==> config.mk <==
export PLATFORM = sky130hd
export DESIGN_NAME = imm_gen_pipe_flat
export DESIGN_NICKNAME = d
export VERILOG_FILES = /design/src/rtl/imm_gen_pipe_if.sv /design/src/rtl/imm_gen_pipe.sv /design/src/flat_wrapper.sv
export SDC_FILE = /design/constraint.sdc
export NUM_CORES = 1
export LEC_CHECK = 0
export BUFFER_PORTS_ARGS = -buffer_cell sky130_fd_sc_hd__buf_2
export CORE_MARGIN = 3
export CORE_UTILIZATION = 45
export CTS_CLUSTER_DIAMETER = 120
export CTS_CLUSTER_SIZE = 28
export DETAILED_ROUTE_END_ITERATION = 6
export PLACE_DENSITY_LB_ADDON = 0.15
export SLEW_MARGIN = 15
export SYNTH_ARGS = -nofsm -noshare
export SYNTH_HDL_FRONTEND = slang
export SYNTH_SLANG_ARGS = --single-unit
==> constraint.sdc <==
create_clock -name clk -period 2.3 [get_ports clk]
set_input_delay 0.115 -clock clk [delete_from_list [all_inputs] [get_ports clk]]
set_output_delay 0.115 -clock clk [all_outputs]
set_load 0.01 [all_outputs]
==> src/rtl/imm_gen_pipe_if.sv <==
// Handshake bundle for imm_gen_pipe: instruction input side and decoded-immediate output side.
interface imm_gen_pipe_if #(
  parameter int XLEN  = 64,
  parameter int TAG_W = 8
);
  logic             in_valid;
  logic             in_ready;
  logic [31:0]      in_instr;
  logic [TAG_W-1:0] in_tag;
  logic             out_valid;
  logic             out_ready;
  logic [XLEN-1:0]  out_imm;
  logic [2:0]       out_fmt;
  logic [TAG_W-1:0] out_tag;

  modport master (
    output in_valid, in_instr, in_tag, out_ready,
    input  in_ready, out_valid, out_imm, out_fmt, out_tag
  );

  modport slave (
    input  in_valid, in_instr, in_tag, out_ready,
    output in_ready, out_valid, out_imm, out_fmt, out_tag
  );
endinterface

==> src/rtl/imm_gen_pipe.sv <==
// Pipelined RV32I/RV64I immediate generator with a registered valid/ready stage
// backed by a skid register so in_ready never depends combinationally on out_ready.
module imm_gen_pipe #(
  parameter int XLEN        = 64,
  parameter int TAG_W       = 8,
  parameter int HALF_OFFSET = 0
) (
  input logic          clk,
  input logic          reset,
  imm_gen_pipe_if.slave bus
);

  typedef enum logic [2:0] {
    FMT_NONE = 3'd0,
    FMT_I    = 3'd1,
    FMT_S    = 3'd2,
    FMT_B    = 3'd3,
    FMT_U    = 3'd4,
    FMT_J    = 3'd5
  } fmt_e;

  typedef enum logic [1:0] {
    EMPTY,
    ONE,
    FULL
  } state_e;

  state_e           state;
  logic [XLEN-1:0]  m_imm, k_imm;
  fmt_e             m_fmt, k_fmt;
  logic [TAG_W-1:0] m_tag, k_tag;

  logic [31:0]      ins;
  logic [63:0]      dec_wide;
  logic [XLEN-1:0]  dec_imm;
  fmt_e             dec_fmt;
  logic             in_xfer, out_xfer;

  assign ins = bus.in_instr;

  // Opcodes all end in 2'b11, so matching the full 7 bits also enforces that check.
  always_comb begin
    dec_wide = '0;
    dec_fmt  = FMT_NONE;
    case (ins[6:0])
      7'b0000011, 7'b0010011, 7'b0011011, 7'b1100111: begin
        dec_wide = {{52{ins[31]}}, ins[31:20]};
        dec_fmt  = FMT_I;
      end
      7'b0100011: begin
        dec_wide = {{52{ins[31]}}, ins[31:25], ins[11:7]};
        dec_fmt  = FMT_S;
      end
      7'b1100011: begin
        if (HALF_OFFSET != 0)
          dec_wide = {{52{ins[31]}}, ins[31], ins[7], ins[30:25], ins[11:8]};
        else
          dec_wide = {{51{ins[31]}}, ins[31], ins[7], ins[30:25], ins[11:8], 1'b0};
        dec_fmt = FMT_B;
      end
      7'b0110111, 7'b0010111: begin
        dec_wide = {{32{ins[31]}}, ins[31:12], 12'b0};
        dec_fmt  = FMT_U;
      end
      7'b1101111: begin
        if (HALF_OFFSET != 0)
          dec_wide = {{44{ins[31]}}, ins[31], ins[19:12], ins[20], ins[30:21]};
        else
          dec_wide = {{43{ins[31]}}, ins[31], ins[19:12], ins[20], ins[30:21], 1'b0};
        dec_fmt = FMT_J;
      end
      default: begin
        dec_wide = '0;
        dec_fmt  = FMT_NONE;
      end
    endcase
  end

  assign dec_imm  = dec_wide[XLEN-1:0];
  assign in_xfer  = bus.in_valid & bus.in_ready;
  assign out_xfer = bus.out_valid & bus.out_ready;

  always_ff @(posedge clk or posedge reset) begin
    if (reset) begin
      state <= EMPTY;
      m_imm <= '0;
      m_fmt <= FMT_NONE;
      m_tag <= '0;
      k_imm <= '0;
      k_fmt <= FMT_NONE;
      k_tag <= '0;
    end else begin
      case (state)
        EMPTY: begin
          if (in_xfer) begin
            m_imm <= dec_imm;
            m_fmt <= dec_fmt;
            m_tag <= bus.in_tag;
            state <= ONE;
          end
        end
        ONE: begin
          if (in_xfer && out_xfer) begin
            m_imm <= dec_imm;
            m_fmt <= dec_fmt;
            m_tag <= bus.in_tag;
          end else if (in_xfer) begin
            // M is stalled: park the new entry in the skid register.
            k_imm <= dec_imm;
            k_fmt <= dec_fmt;
            k_tag <= bus.in_tag;
            state <= FULL;
          end else if (out_xfer) begin
            state <= EMPTY;
          end
        end
        FULL: begin
          if (out_xfer) begin
            m_imm <= k_imm;
            m_fmt <= k_fmt;
            m_tag <= k_tag;
            state <= ONE;
          end
        end
        default: state <= EMPTY;
      endcase
    end
  end

  assign bus.in_ready  = (state != FULL);
  assign bus.out_valid = (state != EMPTY);
  assign bus.out_imm   = m_imm;
  assign bus.out_fmt   = m_fmt;
  assign bus.out_tag   = m_tag;

endmodule

==> src/flat_wrapper.sv <==
// flat-port wrapper written by rule: the top's interface ports become plain ports
module imm_gen_pipe_flat 
#(
  parameter int XLEN        = 64,
  parameter int TAG_W       = 8,
  parameter int HALF_OFFSET = 0
)
  (clk, reset, bus_in_valid, bus_in_instr, bus_in_tag, bus_out_ready, bus_in_ready, bus_out_valid, bus_out_imm, bus_out_fmt, bus_out_tag);
  imm_gen_pipe_if #(.XLEN(XLEN), .TAG_W(TAG_W)) bus_i ();
  input logic clk;
  input logic reset;
  input wire logic [$bits(bus_i.in_valid)-1:0] bus_in_valid;
  input wire logic [$bits(bus_i.in_instr)-1:0] bus_in_instr;
  input wire logic [$bits(bus_i.in_tag)-1:0] bus_in_tag;
  input wire logic [$bits(bus_i.out_ready)-1:0] bus_out_ready;
  output wire logic [$bits(bus_i.in_ready)-1:0] bus_in_ready;
  output wire logic [$bits(bus_i.out_valid)-1:0] bus_out_valid;
  output wire logic [$bits(bus_i.out_imm)-1:0] bus_out_imm;
  output wire logic [$bits(bus_i.out_fmt)-1:0] bus_out_fmt;
  output wire logic [$bits(bus_i.out_tag)-1:0] bus_out_tag;
  assign bus_i.in_valid = bus_in_valid;
  assign bus_i.in_instr = bus_in_instr;
  assign bus_i.in_tag = bus_in_tag;
  assign bus_i.out_ready = bus_out_ready;
  assign bus_in_ready = bus_i.in_ready;
  assign bus_out_valid = bus_i.out_valid;
  assign bus_out_imm = bus_i.out_imm;
  assign bus_out_fmt = bus_i.out_fmt;
  assign bus_out_tag = bus_i.out_tag;
  imm_gen_pipe #(.XLEN(XLEN), .TAG_W(TAG_W), .HALF_OFFSET(HALF_OFFSET)) u_core (.clk(clk), .reset(reset), .bus(bus_i));
endmodule
==> metrics <==
status completed; critical path launch point type flop; Pleak 0.00246 uW; DP Worst Slack 397 ps; Yosys reg bits 88; CP max stage cell a21oi_4; final setup margin between 300 and 400 ps; Fin. Hold Viols 0; fill count 904; clk buf depth 2; Synth Flop Type dfrtp_1; max-cap viol count 0; Cell Chain, Critical Path nor2b_1 > o2bb2ai_4 > nand2_1 > a21oi_4 > a211oi_2; wire per inst 15.3 um; num rows 35; Async SR Flop Fraction 1.00; Pins Over Slew Limit 0; ANT cells 0; GPL Wtd Cong 0.892; TritonCTS clock tree built; fin crit share 0.836; clk_lat worst skew 360 ps; top cells by area, synth dfrtp_1 (51%), nand2_1 (8.5%), buf_4 (5.9%); PortBufs 120; total number of vias 3607; die height 104 um; global-route wire length before repair 18700 um; CTS Buf Count 9; die span in x 104 um; kind of critical path reg -> reg; Die ar. 0.0109 sq mm; critical path required time approximately 2500 ps; multi-input logic area ~0.0017 sq mm; area delta synth->final 21.0%; H-tree depth 3; via-per-instance ratio 5.04; I/O pin total 121; gr usage total 0.214; detailed placement HPWL 7570 um; clock sinks 88; Core Region 0.00928 sq mm; largest net degree at the start of global routing 52; most frequent cells in the layout buf_2 (120), nand2_1 (98), dfrtp_1 (88), nor2_1 (50), a21oi_1 (39); sequential element share of the synthesized area 0.508; r2r worst-path depth 5; WHS about 22 ps; vias in the first global route 3715; initial antenna violation count 0; max_slew headroom 0.553; final setup fails 0; first-pass iteration count of the detailed router 4; post-layout minimum cycle time 1920 ps; DRC 0; Layout Nets 625; commonest non-fill, non-tap cell in the layout buf_2; worst ir drop on vdd between 300 and 400 uV; Mean Syn Cell Area roughly 9.0 sq um; DRT Wirelength 10900 um; clk slew on worst S/H paths roughly 80 ps; register area 0.00220 sq mm; Layout Skew 13.4 ps; Hold Crit Depth 3; Root Buffer clkbuf_8; synth unique cells 48; Congestion Overflow GR 0; CP max FO 11; synthesized instance count just under 500; worst min path class in -> reg; share of cells above drive strength 1 0.285; Pwr Density just over 900 mW/mm^2; 1st-iter DRT viols 194; WP data arrival around 2100 ps; Mapped Nets 526; CP max stage delay 480 ps; number of synthesized flops with an enable pin 0; post-synthesis cell area 0.00434 sq mm; Antenna Nets Post-Route 0; setup TNS 0 ps; synth warn 0; Slew @ Worst Pin ~670 ps; Synth top area share 0.508; cell taking the most area after synthesis dfrtp_1; endpoint class of the critical path flop; fmax 520 MHz; Initial Utilization 0.467; RSZ-0062 raised after global routing false; post-CTS sizing 0
==> metal layers <==
metal / vias up / GRT usage / share of wire
met4: 0 / 0.0750 / 0.014
met2: 102 / 0.344 / 0.48
met1: 1675 / 0.293 / 0.46
met5: - / 0 / 0
met3: 10 / 0.0366 / 0.047
li1: 1820 / - / -
==> cell families after synthesis <==
kind of cell | after synthesis | share of synthesized area
AO/OA/AOI/OAI | 112 | 0.172
buffers and inverters | 68 | 0.0964
flip-flops | 88 | 0.508
multiplexers | 2 | 0.00462
AND/OR/NAND/NOR | 212 | 0.220
==> registers in the layout, indices dropped and copies added, names as in the netlist <==
name,cells
u_core.bus.out_fmt,3
u_core.bus.out_imm,32
u_core.bus.out_tag,8
u_core.k_fmt,3
u_core.k_imm,32
u_core.k_tag,8
u_core.state,2
==> critical path: cells and delay by family, from the launching register on <==
kind	cells	cell delay [ps]
AOI/OAI and AO/OA	3	780
DFF	1	440
and+or+nand+nor	2	560
==> repair_timing <==
| item | CTS | global route |
|---|---|---|
| hold endpoints to repair | 35 | 0 |
| hold buffers | 21 | 0 |
| setup buffers | 0 | 0 |
==> power breakdown <==
| part | leakage (uW) | switching (uW) | internal [uW] | total (uW) |
|---|---|---|---|---|
| logic | 0.00125 | 862 | 625 | 1490 |
| registers | 0.00110 | 248 | 1940 | 2190 |
| clock network | 0.000106 | 567 | 569 | 1140 |
==> cells in the mapped netlist, types with 3 or more instances <==
master	count
a31oi_1	12
nor3_1	25
clkbuf_1	19
a21oi_1	39
nor2b_1	4
a22oi_1	4
nand3_1	13
buf_4	34
or3_1	6
nor3b_1	3
nor2_1	50
nand2_1	98
buf_2	7
a211oi_1	10
a211oi_2	10
dfrtp_1	88
o21ai_0	23
==> final timing paths <==
| check | from | end | slack, ps |
|---|---|---|---|
| worst max-delay path | u_core.state[1] | u_core.bus.out_imm[22] | 380 |
| worst min-delay path | bus_in_instr[30] | u_core.k_imm[10] | 20 |
| worst max register to register | u_core.state[1] | u_core.bus.out_imm[22] | 380 |
| worst min register to register | u_core.k_fmt[2] | u_core.k_fmt[2] | 480 |
| max in group asynchronous | reset | u_core.k_tag[0] | 1400 |
| min in group asynchronous | reset | u_core.bus.out_imm[25] | 300 |
==> stage by stage <==
stage | util | cell area [sq um] | std cells | power [uW]
final | 0.565 | 5250 | 715 | 4810
after global routing | 0.565 | 5250 | 715 | 5140
after CTS | 0.565 | 5250 | 715 | 4870
after detailed placement | 0.520 | 4820 | 678 | 3700
after global placement | 0.520 | 4820 | 678 | 3660
after floorplan | - | 4340 | 482 | 3260
==> final cells by class <==
class                           instances  share of cell area
Sequential cell                        88               0.420
Multi-Input combinational cell        326               0.329
Tap cell                              129              0.0308
Clock buffer                           11              0.0288
Timing Repair Buffer                  153               0.176
Clock inverter                          5              0.0122
Inverter                                3             0.00286
No activity file was read; power rests on OpenSTA's default activity.
